$ cat src/rtl/filtro_secuenciador_pkg.sv
// filtro_secuenciador_pkg
//   Shared definitions for the filter sequencer and the FiltroTop datapath:
//   FSM state codes, default timing parameters and counter widths.
package filtro_secuenciador_pkg;

  typedef enum logic [2:0] {
    IDLE  = 3'd0,
    LOAD  = 3'd1,
    MAC   = 3'd2,
    FLUSH = 3'd3,
    WRITE = 3'd4
  } state_t;

  localparam int DIV_DEF  = 17;
  localparam int TAPS_DEF = 5;
  localparam int PIPE_DEF = 2;

  localparam int TAP_W   = 4;
  localparam int FLUSH_W = 8;

  // Shortest sample period that fits LOAD + MAC + FLUSH + WRITE + one IDLE cycle.
  function automatic int min_div(input int taps, input int pipe);
    return taps + pipe + 3;
  endfunction

endpackage

$ cat src/rtl/filtro_secuenciador_if.sv
// filtro_secuenciador_if
//   Control bundle between the sequencer (master) and the MAC datapath (slave).
//   en, sample_stb_i           : run enable and external sample strobe into the sequencer
//   clk_r                      : sample-rate clock
//   sample_ld, acc_clr, acc_en : delay-line load, accumulator clear / enable
//   tap_addr                   : coefficient ROM and delay-line tap index
//   out_ld                     : output register load
//   busy, overrun              : status
interface filtro_secuenciador_if;
  import filtro_secuenciador_pkg::*;

  logic             en;
  logic             sample_stb_i;
  logic             clk_r;
  logic             sample_ld;
  logic             acc_clr;
  logic             acc_en;
  logic [TAP_W-1:0] tap_addr;
  logic             out_ld;
  logic             busy;
  logic             overrun;

  modport master (
    input  en, sample_stb_i,
    output clk_r, sample_ld, acc_clr, acc_en, tap_addr, out_ld, busy, overrun
  );

  modport slave (
    output en, sample_stb_i,
    input  clk_r, sample_ld, acc_clr, acc_en, tap_addr, out_ld, busy, overrun
  );

endinterface

$ cat src/rtl/filtro_secuenciador_divisor_muestreo.sv
// divisor_muestreo
//   Sample-rate divider. cnt runs 0..DIV-1 while en=1 and freezes while en=0.
//   Ports:
//     clk, rst      : system clock, synchronous active-low reset
//     en            : run enable
//     sample_stb_i  : external sample strobe (only when EXT_STB=1)
//     tick          : sample tick, combinational, one cycle wide
//     clk_r         : registered sample-rate clock
module divisor_muestreo #(
  parameter int DIV     = 17,
  parameter int EXT_STB = 0
) (
  input  logic clk,
  input  logic rst,
  input  logic en,
  input  logic sample_stb_i,
  output logic tick,
  output logic clk_r
);

  localparam int CNT_W = (DIV > 2) ? $clog2(DIV) : 1;
  localparam logic [CNT_W-1:0] CNT_LAST = CNT_W'(DIV - 1);
  localparam logic [CNT_W-1:0] HALF     = CNT_W'(DIV / 2);

  logic [CNT_W-1:0] cnt;
  logic [CNT_W-1:0] cnt_nx;

  always_comb begin
    cnt_nx = cnt;
    if (en) begin
      cnt_nx = (cnt == CNT_LAST) ? '0 : cnt + 1'b1;
    end
  end

  assign tick = (EXT_STB != 0) ? (sample_stb_i && en) : ((cnt == '0) && en);

  // clk_r is registered from the next count so it is high exactly while cnt < DIV/2
  // and never glitches on the counter decode.
  always_ff @(posedge clk) begin
    if (!rst) begin
      cnt   <= '0;
      clk_r <= 1'b0;
    end else begin
      cnt   <= cnt_nx;
      clk_r <= (EXT_STB != 0) ? tick : (cnt_nx < HALF);
    end
  end

endmodule

$ cat src/rtl/filtro_secuenciador.sv
// filtro_secuenciador
//   Control sequencer for the filter MAC datapath. Per sample tick it loads the
//   delay line, runs TAPS multiply-accumulate cycles, flushes the multiplier
//   pipe and loads the output register. No data path inside.
//   Ports:
//     clk, rst : system clock, synchronous active-low reset
//     bus      : filtro_secuenciador_if.master (enable/strobe in, strobes and status out)
//
//   state | meaning
//   IDLE  | waiting for a sample tick
//   LOAD  | capture sample into delay line, clear accumulator
//   MAC   | accumulate tap 0..TAPS-1, one per cycle
//   FLUSH | PIPE cycles to drain the multiplier pipeline
//   WRITE | load saturated accumulator into the output register
module filtro_secuenciador
  import filtro_secuenciador_pkg::*;
#(
  parameter int DIV     = DIV_DEF,
  parameter int TAPS    = TAPS_DEF,
  parameter int PIPE    = PIPE_DEF,
  parameter int EXT_STB = 0
) (
  input  logic clk,
  input  logic rst,
  filtro_secuenciador_if.master bus
);

  generate
    if (EXT_STB == 0 && DIV < min_div(TAPS, PIPE)) begin : g_div_check
      $fatal(1, "filtro_secuenciador: DIV too small for TAPS+PIPE+3");
    end
    if (TAPS < 1 || TAPS > 16) begin : g_taps_check
      $fatal(1, "filtro_secuenciador: TAPS must be 1..16");
    end
  endgenerate

  localparam logic [TAP_W-1:0]   TAP_LAST   = TAP_W'(TAPS - 1);
  localparam logic [FLUSH_W-1:0] FLUSH_INIT = FLUSH_W'((PIPE > 0) ? PIPE - 1 : 0);

  logic tick;
  logic clk_r_div;

  divisor_muestreo #(
    .DIV     (DIV),
    .EXT_STB (EXT_STB)
  ) u_div (
    .clk          (clk),
    .rst          (rst),
    .en           (bus.en),
    .sample_stb_i (bus.sample_stb_i),
    .tick         (tick),
    .clk_r        (clk_r_div)
  );

  state_t             state_q, state_nx;
  logic [TAP_W-1:0]   tap_q, tap_nx;
  logic [FLUSH_W-1:0] flush_q, flush_nx;
  logic sample_ld_q, acc_clr_q, acc_en_q, out_ld_q, busy_q, overrun_q;
  logic sample_ld_nx, acc_clr_nx, acc_en_nx, out_ld_nx, busy_nx;

  always_comb begin
    state_nx = state_q;
    tap_nx   = tap_q;
    flush_nx = flush_q;
    case (state_q)
      IDLE: begin
        tap_nx = '0;
        if (tick) state_nx = LOAD;
      end
      LOAD: begin
        state_nx = MAC;
        tap_nx   = '0;
      end
      MAC: begin
        if (tap_q == TAP_LAST) begin
          // tap_addr holds the last tap through FLUSH and WRITE
          if (PIPE == 0) begin
            state_nx = WRITE;
          end else begin
            state_nx = FLUSH;
            flush_nx = FLUSH_INIT;
          end
        end else begin
          tap_nx = tap_q + 1'b1;
        end
      end
      FLUSH: begin
        if (flush_q == '0) state_nx = WRITE;
        else               flush_nx = flush_q - 1'b1;
      end
      WRITE: begin
        state_nx = IDLE;
        tap_nx   = '0;
      end
      default: begin
        state_nx = IDLE;
        tap_nx   = '0;
      end
    endcase

    // Strobes are decoded from the next state so they leave a flop in step with it.
    sample_ld_nx = (state_nx == LOAD);
    acc_clr_nx   = (state_nx == LOAD);
    acc_en_nx    = (state_nx == MAC);
    out_ld_nx    = (state_nx == WRITE);
    busy_nx      = (state_nx != IDLE);
  end

  always_ff @(posedge clk) begin
    if (!rst) begin
      state_q     <= IDLE;
      tap_q       <= '0;
      flush_q     <= '0;
      sample_ld_q <= 1'b0;
      acc_clr_q   <= 1'b0;
      acc_en_q    <= 1'b0;
      out_ld_q    <= 1'b0;
      busy_q      <= 1'b0;
      overrun_q   <= 1'b0;
    end else begin
      state_q     <= state_nx;
      tap_q       <= tap_nx;
      flush_q     <= flush_nx;
      sample_ld_q <= sample_ld_nx;
      acc_clr_q   <= acc_clr_nx;
      acc_en_q    <= acc_en_nx;
      out_ld_q    <= out_ld_nx;
      busy_q      <= busy_nx;
      // A tick during a running sequence is dropped but remembered until reset.
      overrun_q   <= overrun_q | (tick && (state_q != IDLE));
    end
  end

  assign bus.clk_r     = clk_r_div;
  assign bus.sample_ld = sample_ld_q;
  assign bus.acc_clr   = acc_clr_q;
  assign bus.acc_en    = acc_en_q;
  assign bus.tap_addr  = tap_q;
  assign bus.out_ld    = out_ld_q;
  assign bus.busy      = busy_q;
  assign bus.overrun   = overrun_q;

endmodule

$ cat src/flat_wrapper.sv
// flat-port wrapper written by rule: the top's interface ports become plain ports
module filtro_secuenciador_flat import filtro_secuenciador_pkg::*;
#(
  parameter int DIV     = DIV_DEF,
  parameter int TAPS    = TAPS_DEF,
  parameter int PIPE    = PIPE_DEF,
  parameter int EXT_STB = 0
)
  (clk, rst, bus_en, bus_sample_stb_i, bus_clk_r, bus_sample_ld, bus_acc_clr, bus_acc_en, bus_tap_addr, bus_out_ld, bus_busy, bus_overrun);
  filtro_secuenciador_if bus_i ();
  input  logic clk;
  input  logic rst;
  input wire logic [$bits(bus_i.en)-1:0] bus_en;
  input wire logic [$bits(bus_i.sample_stb_i)-1:0] bus_sample_stb_i;
  output wire logic [$bits(bus_i.clk_r)-1:0] bus_clk_r;
  output wire logic [$bits(bus_i.sample_ld)-1:0] bus_sample_ld;
  output wire logic [$bits(bus_i.acc_clr)-1:0] bus_acc_clr;
  output wire logic [$bits(bus_i.acc_en)-1:0] bus_acc_en;
  output wire logic [$bits(bus_i.tap_addr)-1:0] bus_tap_addr;
  output wire logic [$bits(bus_i.out_ld)-1:0] bus_out_ld;
  output wire logic [$bits(bus_i.busy)-1:0] bus_busy;
  output wire logic [$bits(bus_i.overrun)-1:0] bus_overrun;
  assign bus_i.en = bus_en;
  assign bus_i.sample_stb_i = bus_sample_stb_i;
  assign bus_clk_r = bus_i.clk_r;
  assign bus_sample_ld = bus_i.sample_ld;
  assign bus_acc_clr = bus_i.acc_clr;
  assign bus_acc_en = bus_i.acc_en;
  assign bus_tap_addr = bus_i.tap_addr;
  assign bus_out_ld = bus_i.out_ld;
  assign bus_busy = bus_i.busy;
  assign bus_overrun = bus_i.overrun;
  filtro_secuenciador #(.DIV(DIV), .TAPS(TAPS), .PIPE(PIPE), .EXT_STB(EXT_STB)) u_core (.clk(clk), .rst(rst), .bus(bus_i));
endmodule
$ cat config.mk
export PLATFORM = sky130hd
export DESIGN_NAME = filtro_secuenciador_flat
export DESIGN_NICKNAME = d
export VERILOG_FILES = /design/src/rtl/filtro_secuenciador_pkg.sv /design/src/rtl/filtro_secuenciador_if.sv /design/src/rtl/filtro_secuenciador_divisor_muestreo.sv /design/src/rtl/filtro_secuenciador.sv /design/src/flat_wrapper.sv
export SDC_FILE = /design/constraint.sdc
export NUM_CORES = 1
export LEC_CHECK = 0
export ABC_CLOCK_PERIOD_IN_PS = 1600
export CORE_ASPECT_RATIO = 1.5
export CORE_MARGIN = 2
export CORE_UTILIZATION = 30
export CTS_CLUSTER_DIAMETER = 80
export DETAILED_ROUTE_END_ITERATION = 12
export DONT_BUFFER_PORTS = 1
export GPL_TIMING_DRIVEN = 0
export PLACE_DENSITY_LB_ADDON = 0.12
export SLEW_MARGIN = 20
export SYNTH_ARGS = -nofsm -noshare
export SYNTH_HDL_FRONTEND = slang
export SYNTH_SLANG_ARGS = --single-unit
$ cat constraint.sdc
create_clock -name clk -period 1.6 [get_ports clk]
set_input_delay 0.48 -clock clk [delete_from_list [all_inputs] [get_ports clk]]
set_output_delay 0.48 -clock clk [all_outputs]
set_load 0.02 [all_outputs]
==> key figures, run 1 <==
Worst setup path
  – Worst r2r path cells: 6
  – Setup crit start kind: flop
  – Largest delay contributor family on the critical path: simple AND/OR/NAND/NOR gates
  – CP Buf/Inv Count: 1
  – Critical path depth: 6
  – CP max stage cell: or4_1
  – Crit path arrival time: 1.74 ns
  – CP cell instances: inv_1 -> ha_2 -> nand3b_4 -> nor2_2 -> or4_1 -> a21oi_1
  – Nature of the critical path endpoint: flop
  – CP peak stage delay: roughly 0.5 ns
  – Critical Path RT: 1.81 ns
  – Critical Path Fanout Max: 5
  – Crit Path Class: flop to flop

Run
  – Max Cap Viol: 0

Synthesis
  – Sequential fraction of the synthesis area: 0.409
  – Avg Inst Size Synth: about 10 µm²
  – YS warnings: 0
  – Main flop type after synthesis: dfxtp_1
  – Yosys top cell by area: dfxtp_1
  – Post-synth EDFFs: 0
  – Synth cell count leaders: dfxtp_1, nor2_1, inv_1, nor3_1
  – Synth area leaders: dfxtp_1, nor2_1, ha_1, xor2_1, xnor2_1
  – Synth cell types: between 40 and 50
  – Ys async rst share: 0
  – Syn nets: 140
  – Most frequent cell after synthesis: dfxtp_1
  – Synth Cell Area: about 0.0013 mm²
  – Yosys reg bits: 26
  – Syn Inst Count: ~130
  – Synth top area share: 0.409

STA
  – Min Tclk post-route: between 1.5 and 2 ns
  – Slew @ Worst Pin: 0.407 ns
  – Tcrit/Tclk final: 0.953
  – Slew HR: 0.728
  – F_max: roughly 660 MHz
  – Setup_tns: 0 ns
  – Final Max Slew Viols: 0
  – Final Skew: approximately 0.0050 ns
  – Post-route setup slack: between 0.07 and 0.08 ns
  – Count of final setup violators: 0
  – WHS: around 0.32 ns
  – Hold Violations, Final: 0

Global route
  – Met3 usage: 0.0248
  – Most Used Layer, Global Route: met2
  – First-pass GRT wire length: roughly 4400 µm
  – Total gr overflow: 0
  – Antenna violations before repair: 0
  – GR Util met2: 0.205
  – Largest net degree at the start of global routing: 16
  – Met1 Use GR: 0.136
  – Vias in the first global route: around 940
  – Tot GR Track Use: 0.118

Floorplanning
  – Core area: roughly 0.0041 mm²
  – Starting Density: 0.308
  – Die Y-Extent: between 80 and 90 µm
  – I/O pin cnt: 15
  – FP Rows: 29
  – Die footprint: around 0.0048 mm²
  – Die width: approximately 57 µm

Clock network
  – CTS Buf Count: 3
  – Clock latency on the worst-skew pair: ~0.27 ns
  – Worst-path clk slew: 0.09 ns
  – Maximum clock path buffer count: 2
  – CTS tree: built
  – CTS Root Cell: clkbuf_8
  – H-tree Lvls: 1
  – Clock sink count: 26
  – Hold_buf cts: 0

Power and ir drop
  – Lkg Pwr: ~0.58 nW
  – PwrDens: around 930 mW/mm²
  – Total chip power: approximately 0.0014 W
  – IR drop worst, VDD: between 0.4 and 0.5 mV

Route
  – Residual DRC: 0
  – Post-DR wirelength/cell: roughly 14 µm
  – Post-Route WL: 2540 µm
  – Post-route ant nets: 0
  – Vias per cell: 5.21
  – Vias: 948
  – First-pass DRT Iterations: 2
  – 1st-iter DRT viols: 6

Finish
  – Layout cells sized above 1: 0.228
  – Number of diodes: 0
  – Filler cells: 447
  – Multi-input gate area: between 700 and 800 µm²
  – Post-layout net count: ~150
  – Area grow syn2layout: 15.5%
  – Register area: about 530 µm²

Min path
  – Cell depth of the worst hold path: 1
  – Hold Crit Class: input port to flop

Place
  – Port Buffer Count: 0
  – Worst slack, placed: -0.0649 ns
  – Detailed Place HPWL: ~1900 µm
  – RD Place Congestion: 0.693

Status
  – Outcome: finished, final reports clean
==> state kept, by name, summed over array words and instances, names as in the netlist, 3 cells and up <==
register	cells
u_core.u_div.cnt	5
u_core.bus.tap_addr	4
u_core.state_q	3
u_core.flush_q	8
==> through the flow <==
step	cells	util	area (µm²)
3_3_place_gp	177	0.322	1330
3_5_place_dp	177	0.322	1330
4_1_cts	182	0.347	1440
2_1_floorplan	131	-	1270
6_report	182	0.355	1470
5_1_grt	182	0.355	1470
==> placed cells by master, fill, tap and decap left out, types with 2 or more instances in the layout <==
cell type | synthesis | final
mux2i_1 | 2 | 2
a21oi_1 | 6 | 5
nand3b_4 | 1 | 2
inv_1 | 7 | 5
ha_1 | 5 | 3
dfxtp_1 | 26 | 22
buf_4 | 3 | 4
clkbuf_8 | 0 | 3
nand3b_1 | 3 | 3
dfxtp_4 | 0 | 2
nand3_1 | 2 | 2
nor4b_4 | 0 | 2
nor2_2 | 2 | 2
nand2_1 | 5 | 4
o21ai_0 | 2 | 2
inv_2 | 0 | 2
xor2_1 | 6 | 6
nor2_1 | 17 | 17
o211ai_1 | 2 | 2
or3_1 | 2 | 2
nand2b_1 | 2 | 2
dfxtp_2 | 0 | 2
xnor2_1 | 5 | 5
nor3_1 | 7 | 7
==> cell type report <==
type                            count  area share
Timing Repair Buffer                1     0.00511
Multi-Input combinational cell     94       0.510
Clock inverter                      1      0.0204
Buffer                              4      0.0187
Tap cell                           46      0.0391
Inverter                            7      0.0179
Sequential cell                    26       0.361
Clock buffer                        3      0.0281
==> report_power, final <==
part,internal [W],switching [W]
sequential,0.000668,0.0000318
combinational,0.0000477,0.0000642
clock,0.000335,0.000214
==> timing repair <==
item	in CTS	in global routing
setup endpoints to repair	5	4
resized for setup	5	10
setup buffers	1	0
gates cloned	0	0
pin swaps	0	3
==> logic make-up (layout without fill, tap and decap cells) <==
family	Yosys count	in the layout	share of synthesized area
buffers and inverters	11	16	0.0423
adder cells (fa/ha/maj)	5	5	0.0492
multiplexers	3	3	0.0246
AO/OA/AOI/OAI	20	20	0.126
flip-flops	26	26	0.409
AND/OR/NAND/NOR	55	55	0.273
XOR/XNOR	11	11	0.0757
==> worst paths after layout <==
path,to,startpoint,slack [ns]
worst max-delay path,u_core.bus.tap_addr[3]$_SDFFE_PN0P_,u_core.bus.tap_addr[0]$_SDFFE_PN0P_,0.07
worst min-delay path,u_core.bus.overrun$_SDFF_PN0_,rst,0.32
worst max register to register,u_core.bus.tap_addr[3]$_SDFFE_PN0P_,u_core.bus.tap_addr[0]$_SDFFE_PN0P_,0.07
worst min register to register,u_core.flush_q[0]$_SDFFE_PN0P_,u_core.flush_q[0]$_SDFFE_PN0P_,0.48
==> layer usage <==
| metal | up-vias | routed length (µm) | part of all wire |
|---|---|---|---|
| li1 | 467 | - | - |
| met1 | 470 | 1020 | 0.40 |
| met2 | 6 | 1420 | 0.56 |
| met3 | 5 | 48 | 0.019 |
| met4 | 0 | 50 | 0.020 |
| met5 | - | 0 | 0 |
(Power assumes the default switching activity.)
==> run 2, diff against run 1 <==
--- a/config.mk
+++ b/config.mk
@@ -6,4 +6,5 @@
 export NUM_CORES = 1
 export LEC_CHECK = 0
+export ABC_AREA = 0
 export ABC_CLOCK_PERIOD_IN_PS = 1600
 export CORE_ASPECT_RATIO = 1.5
==> constraint.sdc (replaced) <==
create_clock -name clk -period 1.6 [get_ports clk]
set_input_delay 0.48 -clock clk [delete_from_list [all_inputs] [get_ports clk]]
set_output_delay 0.48 -clock clk [all_outputs]
set_load 0.05 [all_outputs]
==> run 2 against run 1 <==
Effect of this change:
- hold slack improved by 0.0075 ns
- total power fell by 9.2%
- final area increased by 2.0%
- clock power is 30% lower
- first-iteration DRC count is 50% lower
- routed wire length rose by 0.55%
- clock skew is 0.0030 ns higher
- sequential share of layout area down 0.44 points
- critical endpoint is now u_core.flush_q[3]$_SDFFE_PN0P_
==> key figures, run 2 (synthesis gave the netlist of run 1 again) <==
Status
  – Outcome: finished, final reports clean

Finish
  – Most flops, register: u_core.flush_q
  – Register area: 534 µm² (+0.71%)
  – Post-layout net count: 149 (+2.1%)
  – Fin cells: 185 (+1.6%)
  – Number of diodes: 0 (unchanged)
  – Multi-input gate area: 776 µm² (+3.5%)
  – Area grow syn2layout: 17.8%
  – Fin util: 0.362 (+0.00696)
  – Layout cells sized above 1: 0.281 (+0.0526)
  – Largest register FFs: 8 (unchanged)
  – Commonest non-fill, non-tap cell in the layout: dfxtp_1
  – Most frequent cells in the layout: dfxtp_1, nor2_1, buf_4, nor3_1, xor2_1
  – Filler cells: 442 (-1.1%)

Power and ir drop
  – IR drop worst, VDD: 0.528 mV (+20%)
  – Gate power share: 0.097 (+0.015)
  – Total chip power: 0.00123 W (-9.2%)
  – Clock share of power: 0.312 (-0.091)
  – PwrDens: 824 mW/mm² (-11%)
  – Sequential Power Share: 0.591 (+0.077)
  – Sw Ratio: 0.275 (+0.0471)
  – Int Power: 0.000895 W (-15%)
  – Sw Pwr: 0.000339 W (+9.6%)
  – Lkg Pwr: 0.579 nW (+0.36%)

Global route
  – Met3 usage: 0.0202 (-0.00465)
  – Met1 Use GR: 0.120 (-0.0155)
  – GR Util met2: 0.217 (+0.0125)
  – Vias in the first global route: 946 (+1.2%)
  – First-pass GRT wire length: 4370 µm (-1.6%)
  – Tot GR Track Use: 0.116 (-0.00222)
  – Largest net degree at the start of global routing: 15 (-1)
  – Most Used Layer, Global Route: met2
  – Total gr overflow: 0 (unchanged)
  – Antenna violations before repair: 0 (unchanged)

STA
  – Count of final setup violators: 0 (unchanged)
  – Slew @ Worst Pin: 0.509 ns (+0.102 ns)
  – F_max: 645 MHz (-1.6%)
  – Min Tclk post-route: 1.55 ns (+0.0244 ns)
  – Post-route setup slack: 0.0505 ns (-0.0244 ns)
  – Hold Violations, Final: 0 (unchanged)
  – RSZ-0062 raised after global routing: true
  – Slew HR: 0.660 (-0.0676)
  – WHS: 0.331 ns (+0.00752 ns)
  – Final Max Slew Viols: 0 (unchanged)
  – Tcrit/Tclk final: 0.968 (+0.0152)
  – Final Skew: 0.00797 ns (+0.00299 ns)

Worst setup path
  – Crit path arrival time: 1.71 ns (-0.03 ns)
  – Nature of the critical path endpoint: flop
  – Setup crit start kind: flop
  – Crit Path Class: flop to flop
  – Flop-to-flop setup slack: 0.05 ns (-0.02 ns)
  – Critical Path Fanout Max: 4 (-1)
  – Critical Path RT: 1.76 ns (-0.05 ns)

Route
  – Vias: 943 (-0.53%)
  – First-pass DRT Iterations: 4 (+2)
  – Post-Route WL: 2550 µm (+0.55%)
  – Vias per cell: 5.10 (-2.1%)
  – Post-DR wirelength/cell: 13.8 µm (-1.1%)
  – 1st-iter DRT viols: 3 (-3)
  – Post-route ant nets: 0 (unchanged)
  – Residual DRC: 0 (unchanged)

Place
  – Port Buffer Count: 0 (unchanged)
  – Detailed Place HPWL: 1910 µm (+0.53%)
  – Dpl cells: 177 (unchanged)
  – RD Place Congestion: 0.688 (-0.75%)
  – Worst slack, placed: -0.0998 ns (-0.0348 ns)

Clock network
  – CTS Root Cell: clkbuf_8
  – CTS Buf Count: 3 (unchanged)
  – Clock sink count: 26 (unchanged)
  – Worst-path clk slew: 0.09 ns (about the same)
  – H-tree Lvls: 1 (unchanged)
  – CTS tree: built
  – Clock latency on the worst-skew pair: 0.27 ns (about the same)
  – Hold_buf cts: 0 (unchanged)
  – Maximum clock path buffer count: 2 (unchanged)

Floorplanning
  – FP Rows: 29 (unchanged)
  – I/O pin cnt: 15 (unchanged)
  – Die width: 57.2 µm (unchanged)
  – Core area: 0.00414 mm² (unchanged)
  – Die footprint: 0.00479 mm² (unchanged)
  – Starting Density: 0.308 (unchanged)
  – Die Y-Extent: 83.8 µm (unchanged)

Min path
  – Hold Crit Class: input port to flop

Run
  – Max Cap Viol: 0 (unchanged)
run 2: cell types whose count changed in the layout (fill, tap and decap cells not counted), moves of 2 or more:
cell and delta:
dfxtp_1 -3, buf_4 +3, dfxtp_2 +3, inv_1 -2
run 2: routing by layer:
layer  wire, µm  vias to the layer above
met4         47                        0
met2       1470                       10
li1           -                      472
met5          0                        -
met1        978                      456
met3         48                        5
run 2: worst max-delay path: stages, from the launching register on:
cell and delay, ns:
dfxtp_2 0.36, inv_2 0.05, ha_4 0.17, nor4b_4 0.13, buf_4 0.17, a2111o_1 0.38
xor2_1 0.14, nor2_1 0.05
run 2: worst paths after layout:
check                            startpoint                              to  depth (start not counted)
max          u_core.flush_q[0]$_SDFFE_PN0P_  u_core.flush_q[3]$_SDFFE_PN0P_                          7
min                                     rst   u_core.bus.overrun$_SDFF_PN0_                          1
max reg2reg  u_core.flush_q[0]$_SDFFE_PN0P_  u_core.flush_q[3]$_SDFFE_PN0P_                          7
min reg2reg  u_core.flush_q[0]$_SDFFE_PN0P_  u_core.flush_q[0]$_SDFFE_PN0P_                          1
run 2: final cells by class:
cell class                      count  share of cell area
Multi-Input combinational cell     94               0.518
Sequential cell                    26               0.356
Tap cell                           46              0.0384
Clock buffer                        4              0.0301
Timing Repair Buffer                4              0.0200
Inverter                            7              0.0192
Buffer                              4              0.0184
run 2: power groups by stage:
stage	clock network (W)	logic [W]	registers, W
3_3_place_gp	0	0.000115	0.000744
6_report	0.000386	0.000119	0.000730
2_1_floorplan	0	0.0000972	0.000741
5_1_grt	0.000438	0.000134	0.000734
3_5_place_dp	0	0.000117	0.000745
4_1_cts	0.000405	0.000120	0.000730
run 2: timing repair:
action                     in CTS  in global routing
buffers inserted                1                  3
pin swaps                       1                  5
hold endpoints to repair        0                  0
gates resized for setup         9                 13
setup endpoints to repair       7                  4
run 2: stage by stage:
step           cell area [µm²]  setup TNS, ns
3_3_place_gp              1340         -0.192
6_report                  1500              0
5_1_grt                   1500        -0.0331
3_5_place_dp              1340         -0.253
4_1_cts                   1420              0
2_1_floorplan             1280              0
